### src/rtl/systolic_seq_pkg.sv
// Shared types and sizing helpers for the systolic array job sequencer.
package systolic_seq_pkg;

    typedef enum logic [2:0] {
        ST_LOAD,
        ST_DRAIN,
        ST_FLUSH,
        ST_COLLECT,
        ST_SHOW
    } seq_state_e;

    function automatic int num_macs_f(input int w, input int h);
        return w * h;
    endfunction

    function automatic int num_operands_f(input int w, input int h);
        return 2 * w * h;
    endfunction

    // Index width for a count of n items; a single item still needs one bit.
    function automatic int idx_width_f(input int n);
        return (n <= 1) ? 1 : $clog2(n);
    endfunction

endpackage

### src/rtl/dwell_timer.sv
// Counts cycles while enabled and flags the last cycle of each count_p-cycle window.
module dwell_timer
    import systolic_seq_pkg::*;
#(
    parameter int count_p = 4
) (
    input  logic clk_i,
    input  logic reset_i,
    input  logic clear_i,
    input  logic en_i,
    output logic expire_o
);

    localparam int cnt_w = idx_width_f(count_p);

    logic [cnt_w-1:0] cnt_q;

    assign expire_o = en_i & (cnt_q == cnt_w'(count_p - 1));

    always_ff @(posedge clk_i) begin
        if (reset_i || clear_i) begin
            cnt_q <= '0;
        end else if (en_i) begin
            cnt_q <= expire_o ? '0 : cnt_q + 1'b1;
        end
    end

endmodule

### src/rtl/systolic_sequencer.sv
// Sequences one matrix job: forward operands, drain, flush, collect results, then show each on the display.
module systolic_sequencer
    import systolic_seq_pkg::*;
#(
    parameter int width_p        = 8,
    parameter int array_width_p  = 2,
    parameter int array_height_p = 2,
    parameter int dwell_cycles_p = 60_000_000
) (
    input  logic                clk_i,
    input  logic                reset_i,
    input  logic                in_valid_i,
    input  logic [width_p-1:0]  in_data_i,
    output logic                in_ready_o,
    output logic                sa_valid_o,
    output logic [width_p-1:0]  sa_data_o,
    input  logic                sa_ready_i,
    input  logic                sa_busy_i,
    output logic                sa_flush_o,
    input  logic                sa_valid_i,
    input  logic [width_p-1:0]  sa_data_i,
    output logic                sa_yumi_o,
    input  logic                abort_i,
    input  logic                advance_i,
    output logic                disp_valid_o,
    output logic [width_p-1:0]  disp_data_o,
    output logic [idx_width_f(num_macs_f(array_width_p, array_height_p))-1:0] disp_index_o,
    output logic                done_o
);

    localparam int num_macs     = num_macs_f(array_width_p, array_height_p);
    localparam int num_operands = num_operands_f(array_width_p, array_height_p);
    localparam int idx_w        = idx_width_f(num_macs);
    localparam int op_w         = idx_width_f(num_operands);

    seq_state_e       state_q, state_d;
    logic [op_w-1:0]  op_cnt_q;
    logic [idx_w-1:0] wr_idx_q, rd_idx_q;
    logic             done_q;
    logic [width_p-1:0] result_buf [num_macs];

    logic load_hs, collect_hs, show_advance;
    logic last_operand, last_result, last_shown;
    logic dwell_expire;

    dwell_timer #(
        .count_p (dwell_cycles_p)
    ) u_dwell (
        .clk_i    (clk_i),
        .reset_i  (reset_i),
        .clear_i  ((state_q != ST_SHOW) | advance_i | abort_i),
        .en_i     (state_q == ST_SHOW),
        .expire_o (dwell_expire)
    );

    always_comb begin
        load_hs      = (state_q == ST_LOAD) & in_valid_i & sa_ready_i & ~abort_i & ~reset_i;
        collect_hs   = (state_q == ST_COLLECT) & sa_valid_i & ~abort_i;
        show_advance = (state_q == ST_SHOW) & (advance_i | dwell_expire);
        last_operand = load_hs & (op_cnt_q == op_w'(num_operands - 1));
        last_result  = collect_hs & (wr_idx_q == idx_w'(num_macs - 1));
        last_shown   = show_advance & (rd_idx_q == idx_w'(num_macs - 1));

        state_d = state_q;
        unique case (state_q)
            ST_LOAD:    if (last_operand) state_d = ST_DRAIN;
            ST_DRAIN:   if (!sa_busy_i) state_d = ST_FLUSH;
            ST_FLUSH:   state_d = ST_COLLECT;
            ST_COLLECT: if (last_result) state_d = ST_SHOW;
            ST_SHOW:    if (last_shown) state_d = ST_LOAD;
            default:    state_d = ST_LOAD;
        endcase
        if (abort_i) state_d = ST_LOAD;

        // Operand path is a pure pass-through; an abort cycle accepts nothing.
        in_ready_o   = 1'b0;
        sa_valid_o   = 1'b0;
        sa_data_o    = '0;
        sa_flush_o   = ~reset_i & (abort_i | (state_q == ST_FLUSH));
        sa_yumi_o    = collect_hs;
        disp_valid_o = 1'b0;
        disp_data_o  = '0;
        disp_index_o = '0;
        done_o       = done_q;
        if (state_q == ST_LOAD && !reset_i && !abort_i) begin
            in_ready_o = sa_ready_i;
            sa_valid_o = in_valid_i;
            sa_data_o  = in_data_i;
        end
        if (state_q == ST_SHOW) begin
            disp_valid_o = 1'b1;
            disp_data_o  = result_buf[rd_idx_q];
            disp_index_o = rd_idx_q;
        end
    end

    always_ff @(posedge clk_i) begin
        if (reset_i) begin
            state_q  <= ST_LOAD;
            op_cnt_q <= '0;
            wr_idx_q <= '0;
            rd_idx_q <= '0;
            done_q   <= 1'b0;
        end else begin
            state_q <= state_d;
            done_q  <= last_shown & ~abort_i;
            if (abort_i) begin
                op_cnt_q <= '0;
                wr_idx_q <= '0;
                rd_idx_q <= '0;
            end else begin
                if (last_operand)      op_cnt_q <= '0;
                else if (load_hs)      op_cnt_q <= op_cnt_q + 1'b1;
                if (last_result)       wr_idx_q <= '0;
                else if (collect_hs)   wr_idx_q <= wr_idx_q + 1'b1;
                if (last_shown)        rd_idx_q <= '0;
                else if (show_advance) rd_idx_q <= rd_idx_q + 1'b1;
            end
        end
    end

    // Result storage is data only and is never reset.
    always_ff @(posedge clk_i) begin
        if (collect_hs) result_buf[wr_idx_q] <= sa_data_i;
    end

endmodule

### config.mk
export PLATFORM = sky130hd
export DESIGN_NAME = systolic_sequencer
export DESIGN_NICKNAME = d
export VERILOG_FILES = /design/src/rtl/systolic_seq_pkg.sv /design/src/rtl/dwell_timer.sv /design/src/rtl/systolic_sequencer.sv
export SDC_FILE = /design/constraint.sdc
export NUM_CORES = 1
export LEC_CHECK = 0
export ABC_AREA = 1
export BUFFER_PORTS_ARGS = -buffer_cell sky130_fd_sc_hd__buf_2
export CORE_ASPECT_RATIO = 1.4
export CORE_MARGIN = 4
export CORE_UTILIZATION = 35
export DETAILED_ROUTE_END_ITERATION = 7
export MAX_ROUTING_LAYER = met4
export PLACE_DENSITY = 0.54
export SLEW_MARGIN = 20
export SYNTH_ARGS = -nofsm -noshare
export SYNTH_HDL_FRONTEND = slang
export SYNTH_SLANG_ARGS = --single-unit
### constraint.sdc
create_clock -name clk_i -period 3.5 [get_ports clk_i]
set_input_delay 0.7 -clock clk_i [delete_from_list [all_inputs] [get_ports clk_i]]
set_output_delay 0.7 -clock clk_i [all_outputs]
set_load 0.02 [all_outputs]
==> results of run 1 <==
-- area by class of cell --
| class | instances | area (µm²) |
|---|---|---|
| clock inverters | 7 | 63.81 |
| inverters | 64 | 240.2 |
| flip-flops and latches | 71 | 1742 |
| multi-input cells | 276 | 1459 |
| well taps | 132 | 165.2 |
| fillers | 986 | 5426 |
| repair buffers | 48 | 242.7 |
| clock buffers | 9 | 225.2 |
-- Yosys cell counts, drive strengths merged --
library cell	instances
nand2	69
buf	3
o221a	1
a211oi	2
nor3	10
a31oi	1
nand3	22
edfxtp	32
clkinv	2
ha	8
a221oi	1
nand4	6
xnor2	3
o21ai	23
dfxtp	39
nor2	94
xor2	3
nor4	2
a21oi	29
nand3b	1
clkbuf	5
or2	1
inv	62
-- cell families after synthesis --
family	count (synthesis)
buffers and inverters	72
XOR/XNOR	6
adder cells (fa/ha/maj)	8
AND/OR/NAND/NOR	205
AO/OA/AOI/OAI	57
flip-flops	71
-- stage by stage --
| stage | power [µW] | util [%] | hold slack, ns | instance area [µm²] |
|---|---|---|---|---|
| after floorplan | 903.3 | - | 0.4176 | 3477 |
| after detailed placement | 927.3 | 40.24 | 0.4573 | 3849 |
| after CTS | 1820 | 43.26 | 0.4655 | 4138 |
| final | 1792 | 43.26 | 0.4635 | 4138 |
| after global routing | 1855 | 43.26 | 0.4722 | 4138 |
| after global placement | 926.7 | 40.24 | 0.4315 | 3849 |
-- state kept, by name, summed over array words and instances, names as in the netlist, named ones only --
| signal | cells |
|---|---|
| rd_idx_q | 2 |
| op_cnt_q | 3 |
| done_o | 1 |
| wr_idx_q | 2 |
| result_buf | 32 |
| state_q | 3 |
| u_dwell.cnt_q | 26 |
-- routing by layer --
layer	global-route usage, %	up-vias	part of all wire (%)
li1	-	1454	-
met1	15.52	1294	41
met2	24.87	47	54
met3	3.162	8	3.9
met4	5.862	0	1.2
met5	-	-	0
-- final timing paths --
| kind | endpoint | slack (ns) | cells past startpoint |
|---|---|---|---|
| worst max-delay path | disp_data_o[2] | 0.82 | 4 |
| worst min-delay path | u_dwell.cnt_q[24] | 0.46 | 2 |
| worst min register to register | u_dwell.cnt_q[24] | 0.46 | 2 |
| worst max register to register | result_buf[1][3] | 1.50 | 4 |
-- report_power, final --
group	leakage, µW	switching, µW	total [µW]	internal (µW)
combinational	0.000916	26.7	43.2	16.5
sequential	0.000601	0.123	866	866
clock	0.000139	339	883	544
total	0.00166	366	1790	1430
-- tightest hold or removal path, cell delays in order, from the launching register on --
cell,delay (ns)
dfxtp_1,0.32
inv_1,0.05
a21oi_1,0.05
==> flow_summary.yaml, run 1 <==
outcome:
  status: "finished clean"
clock_tree:
  clkLatencyLatePin_ns: 0.33
  holdBufCountCts: 0
  clkTransAtPathRegs_ns: 0.06
  cts_tree: "built"
  clk_path_buf_depth: 2
  cts-root-buf: "clkbuf_16"
  postCtsSetupBuffers: 0
  ctsResizeCount: 0
  cts_sinks: 71
  cts_buffers: 9
  h-tree-depth: 3
logic_synthesis:
  ys_types: 38
  yosys_warnings: 0
  synthCells: 419
  syn_nets: 451
  syn_area_um2: 3477
  synth.mux.area_fraction_pct: 0
  synth_compound_area_share_pct: 9.176
  synth_top_cell_by_area: "edfxtp_1"
  synth_top_family_by_area: "simple AND/OR/NAND/NOR gates"
  synth_xor_area_share_pct: 1.511
  ys_seq_area_share_pct: 50.09
  synth_area_per_cell_um2: 8.299
  ys_seq_elements: 71
  synthAdderAreaFrac_pct: 2.879
  yosysTopAreaCellShare_pct: 27.64
  synthTopCellsByArea: "edfxtp_1 (28%), dfxtp_1 (22%), nor2_1 (9.0%)"
  synth-simple-area-share_pct: 28.39
route:
  vias: 2803
  drtAntennaViolNets: 0
  routed_via_density: 4.618
  post_drt_wl_per_cell_um: 12.31
  wirelength_mm: 7.474
  drc: 0
  drtPass1Iterations: 4
  drt_iter0_markers: 91
layout:
  layout_commonest_cell: "nor2_1"
  fin_cells: 607
  layout_common_cells: "nor2_1 (83), nand2_1 (64), inv_1 (59)"
  drive_gt1_share_pct: 20.00
  syn2layout_area_growth_pct: 19.00
  n_antenna_cell: 0
  nets: 502
sta:
  finalClockSkew_ns: 0.006216
  drv_slew: 0
  postLayoutSetupSlackWorst_ns: 0.8179
  fin_setup_tns_ns: 0
  fin_crit_ns: 2.682
  fmax_mhz: 372.8
  setup_viol: 0
  grt_setup_unrepaired: "no"
  hold_viol: 0
  relSlewSlack_pct: 45.89
  finalCritPeriodShare_pct: 76.63
  tightest_slew_ns: 0.8087
die:
  rows: 42
  initial_utilization_pct: 36.36
  die_w_um: 92.24
  coreArea_um2: 9564
  io_pins: 48
  fp.dieH_um: 125.9
  die_area_um2: 11620
critical_path:
  crit_buf_inv: 2
  reg2reg_from: "state_q[1]"
  crit_path_start_kind: "flip-flop"
  worst_path_largest_cell_delay_ns: 0.71
  crit_fanout: 17
  cpMaxStageDelayCell: "dfxtp_1"
  crit_required_ns: 2.80
  endpoint_kind: "output pin"
  cp.arrival_ns: 1.98
  crit_type: "reg -> out"
  crit_chain: "inv_1 > o21ai_0 > a21oi_1 > buf_2"
  worst_path_dominant_cell_family: "flip-flops"
global_routing:
  grt_pass1_wl_mm: 12.74
  grt.total_usage_pct: 14.24
  grt_max_degree: 18
  grt_overflow: 0
  grt_antenna_before_repair: 0
  grt_pass1_vias: 2751
placement:
  placed_cells: 591
  dp_hpwl_mm: 5.613
  pre_cts_slack_ns: 0.9242
  io_buffers: 47
  gp_congestion: 0.8090
flow_run:
  maxCapViolCount: 0
hold_path:
  min_from: "u_dwell.cnt_q[24]"
  holdCritPathClass: "reg -> reg"
power_and_ir_drop:
  ir_drop_mv: 0.2269
  p_leak_uw: 0.001656
  power_density_nw_per_um2: 433.2
(Power assumes the default switching activity.)
==> inputs of run 2 (changes only) <==
ABC_AREA = 0   (was 1)
PLACE_DENSITY = 0.55   (was 0.54)
clock period = 2.5 ns   (was 3.5 ns; I/O delays follow)
==> run 2 against run 1 <==
Net effect:
- critical path depth did not move
- clock skew fell by 0.0015 ns
- first-iteration DRC count rose by 11%
- register-to-register slack got worse by 1.1 ns
- cell count fell by 27%
- largest cell class unchanged
- highest routed layer unchanged
==> flow_summary.yaml, run 2 <==
die:
  initial_utilization_pct: 36.08
  fp.dieH_um: 119.8
  rows: 40
  io_pins: 48
  coreArea_um2: 8658
  die_w_um: 87.85
  die_area_um2: 10520
critical_path:
  crit_chain: "buf_4 > mux4_2 > and2_1 > buf_2"
  r2r_slack_ns: 0.40
  worst_path_largest_cell_delay_ns: 0.53
  endpoint_kind: "output pin"
  reg2reg_from: "u_dwell.cnt_q[12]"
  crit_path_start_kind: "flip-flop"
  cp.arrival_ns: 1.68
  crit_fanout: 8
  cpMaxStageDelayCell: "mux4_2"
  crit_required_ns: 2.00
  crit_type: "reg -> out"
  r2r_cells: 5
  r2r_end: "rd_idx_q[0]"
global_routing:
  grt_pass1_vias: 2219
  grt_max_degree: 27
  grt_pass1_wl_mm: 10.09
  grt_overflow: 0
  grt_antenna_before_repair: 0
  grt.total_usage_pct: 12.78
sta:
  postLayoutSetupSlackWorst_ns: 0.3209
  drv_slew: 0
  whs_ns: 0.3878
  finalClockSkew_ns: 0.004751
  setup_viol: 0
  fmax_mhz: 458.9
  finalCritPeriodShare_pct: 87.16
  fin_crit_ns: 2.179
  relSlewSlack_pct: 71.88
  hold_viol: 0
  tightest_slew_ns: 0.4217
  fin_setup_tns_ns: 0
  grt_setup_unrepaired: "no"
placement:
  placed_cells: 426
  pre_cts_slack_ns: 0.3453
  dp_hpwl_mm: 4.529
  place_area_um2: 3518
  gp_congestion: 0.7758
  io_buffers: 47
logic_synthesis:
  ys_seq_elements: 71
  syn_area_um2: 3124
  synth_commonest_cells: "dfxtp_1 (39), nor2_1 (35), edfxtp_1 (32), and2_1 (23), nand2_1 (15)"
  synthCells: 277
  synthTopCellsByArea: "edfxtp_1 (31%), dfxtp_1 (25%), mux4_2 (5.8%)"
  ys_seq_area_share_pct: 55.75
  async_flop_share_pct: 0
  synth_area_per_cell_um2: 11.28
  synth.most_common_cell: "dfxtp_1"
  ys_types: 39
  synth_top_cell_by_area: "edfxtp_1"
  syn_nets: 309
  yosysTopAreaCellShare_pct: 30.76
  synth-main-ff-cell: "dfxtp_1"
  yosys_warnings: 0
  synth_edf_count: 32
route:
  drc: 0
  drt_iter0_markers: 101
  post_drt_wl_per_cell_um: 13.85
  drtAntennaViolNets: 0
  routed_via_density: 4.905
  vias: 2168
  drtPass1Iterations: 4
  wirelength_mm: 6.123
clock_tree:
  holdBufCountCts: 0
  clk_path_buf_depth: 2
  postCtsSetupBuffers: 0
  cts_tree: "built"
  ctsResizeCount: 0
  cts_sinks: 71
  clkTransAtPathRegs_ns: 0.05
  cts_buffers: 9
  cts-root-buf: "clkbuf_16"
  clkLatencyLatePin_ns: 0.33
  h-tree-depth: 3
layout:
  syn2layout_area_growth_pct: 21.99
  fin_cells: 442
  largest_reg_flops: 32
  final_area_um2: 3811
  regMostFlops: "result_buf"
  layout_common_cells: "buf_2 (47), dfxtp_1 (39), nor2_1 (35)"
  drive_gt1_share_pct: 24.33
  n_fill_cell: 834
  n_antenna_cell: 0
  nets: 364
  largestRegisters: "result_buf (32), u_dwell.cnt_q (26)"
  layout_commonest_cell: "buf_2"
hold_path:
  hold-path-cell-count: 1
  min_from: "sa_data_i[5]"
  holdPathEnd: "result_buf[0][5]"
  holdCritPathClass: "in -> reg"
flow_run:
  maxCapViolCount: 0
outcome:
  status: "finished clean"
power_and_ir_drop:
  ir_drop_mv: 0.4008
  power_density_nw_per_um2: 660.8
  p_leak_uw: 0.001378
## run 2: changes by cell type in the layout (fill, tap and decap cells not counted), moves of 6 or more
cell and delta:
a21oi_1 -20, and2_1 +23, and3_1 +6, buf_4 +6, inv_1 -49, mux4_2 +8, nand2_1 -49, nor2_1 -48
o21ai_0 -18, xnor2_1 +11, xor2_1 +8
## run 2: cell families (layout without fill, tap and decap cells)
family / Yosys count / after routing / share of synthesized area, %
xor gates and xnor gates: 25 / 25 / 7.008
adders and majority gates: 8 / 8 / 3.204
buffers and inverters: 21 / 81 / 2.643
muxes: 9 / 9 / 6.087
DFF: 71 / 71 / 55.75
and+or+nand+nor: 128 / 128 / 22.23
AOI/OAI and AO/OA: 15 / 15 / 3.084
## run 2: layout make-up
type | count | area [µm²] | area share, %
clock inverters | 4 | 46.29 | 1.215
multi-input cells | 185 | 1300 | 34.11
flip-flops and latches | 71 | 1742 | 45.70
inverters | 10 | 37.54 | 0.9849
repair buffers | 55 | 307.8 | 8.076
clock buffers | 12 | 246.5 | 6.467
well taps | 105 | 131.4 | 3.447
## run 2: routing by layer
layer	global-route usage (%)	share of wire, %	wire length [µm]
met3	4.396	5.3	326
met5	-	0	0
met4	4.607	2.0	121
met2	21.23	50	3091
met1	14.01	42	2584
## run 2: critical path: cells and delay by family, from the launching register on
| kind | cells | cell delay [ns] |
|---|---|---|
| simple gates | 1 | 0.16 |
| flops | 1 | 0.31 |
| buf+inv | 2 | 0.35 |
| mux | 1 | 0.53 |
## run 2: power breakdown
part / leakage (µW) / internal (µW) / switching [µW]
logic: 0.000637 / 25.7 / 33.5
clock network: 0.000140 / 794 / 453
registers: 0.000601 / 1210 / 0.160
## run 2: worst max path at each step
stage / start / to / slack, ns / cells after the start
detailed placement: reset_i / op_cnt_q[1] / 0.35 / 7
global placement: reset_i / op_cnt_q[1] / 0.38 / 7
finish: flip-flop / disp_data_o[5] / 0.32 / 4
CTS: flip-flop / disp_data_o[5] / 0.30 / 4
floorplan: reset_i / in_ready_o / 0.51 / 4
global route: state_q[1] / disp_index_o[0] / 0.21 / 4
## run 2: per-stage QoR
stage	total power (µW)	utilization (%)
2_1_floorplan	1261	-
3_3_place_gp	1296	40.64
3_5_place_dp	1298	40.64
4_1_cts	2550	44.02
5_1_grt	2608	44.02
6_report	2518	44.02
==> inputs of run 3 (changes only) <==
==> constraint.sdc (replaced) <==
create_clock -name clk_i -period 2.5 [get_ports clk_i]
set_input_delay 0.25 -clock clk_i [delete_from_list [all_inputs] [get_ports clk_i]]
set_output_delay 0.25 -clock clk_i [all_outputs]
set_load 0.02 [all_outputs]
==> run 3 against run 2 <==
Net effect:
- maximum frequency increased by 2.1%
- power about the same
- highest routed layer unchanged
- clock power is essentially flat
- sequential share of layout area up 0.33 points
- worst hold slack worse by 0.24 ns
==> flow_summary.yaml, run 3 (synthesis results as in run 2) <==
global_routing:
  grt_pass1_wl_mm: 10.39
  grt.total_usage_pct: 13.00
  grt_overflow: 0
  grt_pass1_vias: 2219
  grt.met1_usage_pct: 13.94
  grt_max_degree: 16
  busiest_layer: "met2"
  grt_antenna_before_repair: 0
  use_met2_pct: 22.59
  grt_use_met3_pct: 3.571
critical_path:
  cp.arrival_ns: 2.38
  crit_path_start_kind: "flip-flop"
  reg2reg_from: "u_dwell.cnt_q[14]"
  r2r_slack_ns: 0.37
  r2r_cells: 5
  endpoint_kind: "flip-flop"
  crit_fanout: 7
  crit_required_ns: 2.75
  cp-startpoint: "u_dwell.cnt_q[14]"
  crit_type: "reg -> reg"
flow_run:
  maxCapViolCount: 0
route:
  drtAntennaViolNets: 0
  drc: 0
  post_drt_wl_per_cell_um: 14.01
  drtPass1Iterations: 4
  wirelength_mm: 6.150
  drt_iter0_markers: 54
  vias: 2153
  routed_via_density: 4.904
sta:
  finalCritPeriodShare_pct: 85.38
  finalClockSkew_ns: 0.006863
  setup_viol: 0
  tightest_slew_ns: 0.7303
  hold_viol: 0
  fmax_mhz: 468.5
  relSlewSlack_pct: 50.87
  whs_ns: 0.1489
  fin_crit_ns: 2.135
  grt_setup_unrepaired: "no"
  drv_slew: 0
  fin_setup_tns_ns: 0
placement:
  io_buffers: 47
  gp_congestion: 0.8166
  place_area_um2: 3483
  dp_hpwl_mm: 4.508
die:
  initial_utilization_pct: 36.08
  io_pins: 48
  die_area_um2: 10520
  die_w_um: 87.85
  coreArea_um2: 8658
  fp.dieH_um: 119.8
  rows: 40
power_and_ir_drop:
  p_leak_uw: 0.001364
  power_density_nw_per_um2: 666.2
  ir_drop_mv: 0.4020
clock_tree:
  clk_path_buf_depth: 2
  clkLatencyLatePin_ns: 0.32
  cts_sinks: 71
  cts_tree: "built"
  postCtsSetupBuffers: 0
  h-tree-depth: 3
  cts-root-buf: "clkbuf_16"
  clkTransAtPathRegs_ns: 0.06
  cts_buffers: 9
  holdBufCountCts: 0
  ctsResizeCount: 0
layout:
  n_antenna_cell: 0
  largest_reg_flops: 32
  nets: 361
  final_area_um2: 3784
  layout_common_cells: "buf_2 (47), dfxtp_1 (39), nor2_1 (35)"
  largestRegisters: "result_buf (32), u_dwell.cnt_q (26)"
  syn2layout_area_growth_pct: 21.11
  layout_commonest_cell: "buf_2"
  regMostFlops: "result_buf"
  drive_gt1_share_pct: 24.25
hold_path:
  holdCritPathClass: "in -> reg"
  min_from: "sa_data_i[6]"
outcome:
  status: "finished clean"
==> run 3: cell types whose count changed in the layout (fill, tap and decap cells not counted) <==
cell,change
clkinv_4,+2
clkbuf_1,-1
buf_12,-1
clkinv_2,+1
clkinv_1,-1
buf_4,-2
clkinvlp_4,-1
==> run 3: area by class of cell <==
cell class                      instances  area [µm²]
Multi-Input combinational cell        185        1300
Timing Repair Buffer                   52       272.8
Sequential cell                        71        1742
Clock inverter                          5       57.56
Inverter                               10       37.54
Tap cell                              105       131.4
Clock buffer                           11       242.7
Fill cell                             817        4875
==> run 3: power breakdown <==
part,internal (µW),switching (µW)
Combinational,24.7,33.3
Clock,799,452
Sequential,1210,0.171
Total,2040,485
==> run 3: per-layer routing <==
| layer | part of all wire, % | wire [µm] | vias to the layer above |
|---|---|---|---|
| li1 | - | - | 1084 |
| met1 | 42 | 2557 | 1013 |
| met2 | 53 | 3235 | 48 |
| met3 | 4.3 | 266 | 8 |
| met4 | 1.5 | 91 | 0 |
| met5 | 0 | 0 | - |
==> run 3: how the worst min path moves through the flow <==
stage,to,slack [ns],cells past startpoint
floorplan,result_buf[0][0],0.35,0
global placement,op_cnt_q[2],0.45,2
detailed placement,op_cnt_q[2],0.46,2
CTS,result_buf[2][6],0.14,1
global route,result_buf[2][6],0.14,1
finish,result_buf[2][6],0.15,1
==> run 3: metrics by stage <==
step / power (µW) / utilization (%) / setup WS (ns) / std cells
after floorplan: 1261 / - / 0.5217 / 277
after global placement: 1295 / 40.23 / 0.4069 / 423
after detailed placement: 1296 / 40.23 / 0.3884 / 423
after CTS: 2560 / 43.70 / 0.3070 / 439
after global routing: 2616 / 43.70 / 0.1931 / 439
final: 2521 / 43.70 / 0.3655 / 439
==> run 3: worst max-delay path, cell delays in order (launching register included) <==
cell and delay [ns]:
dfxtp_1 0.37, or4_1 0.56, nor4_2 0.29, a41oi_2 0.24
or4_1 0.47, a21oi_1 0.14
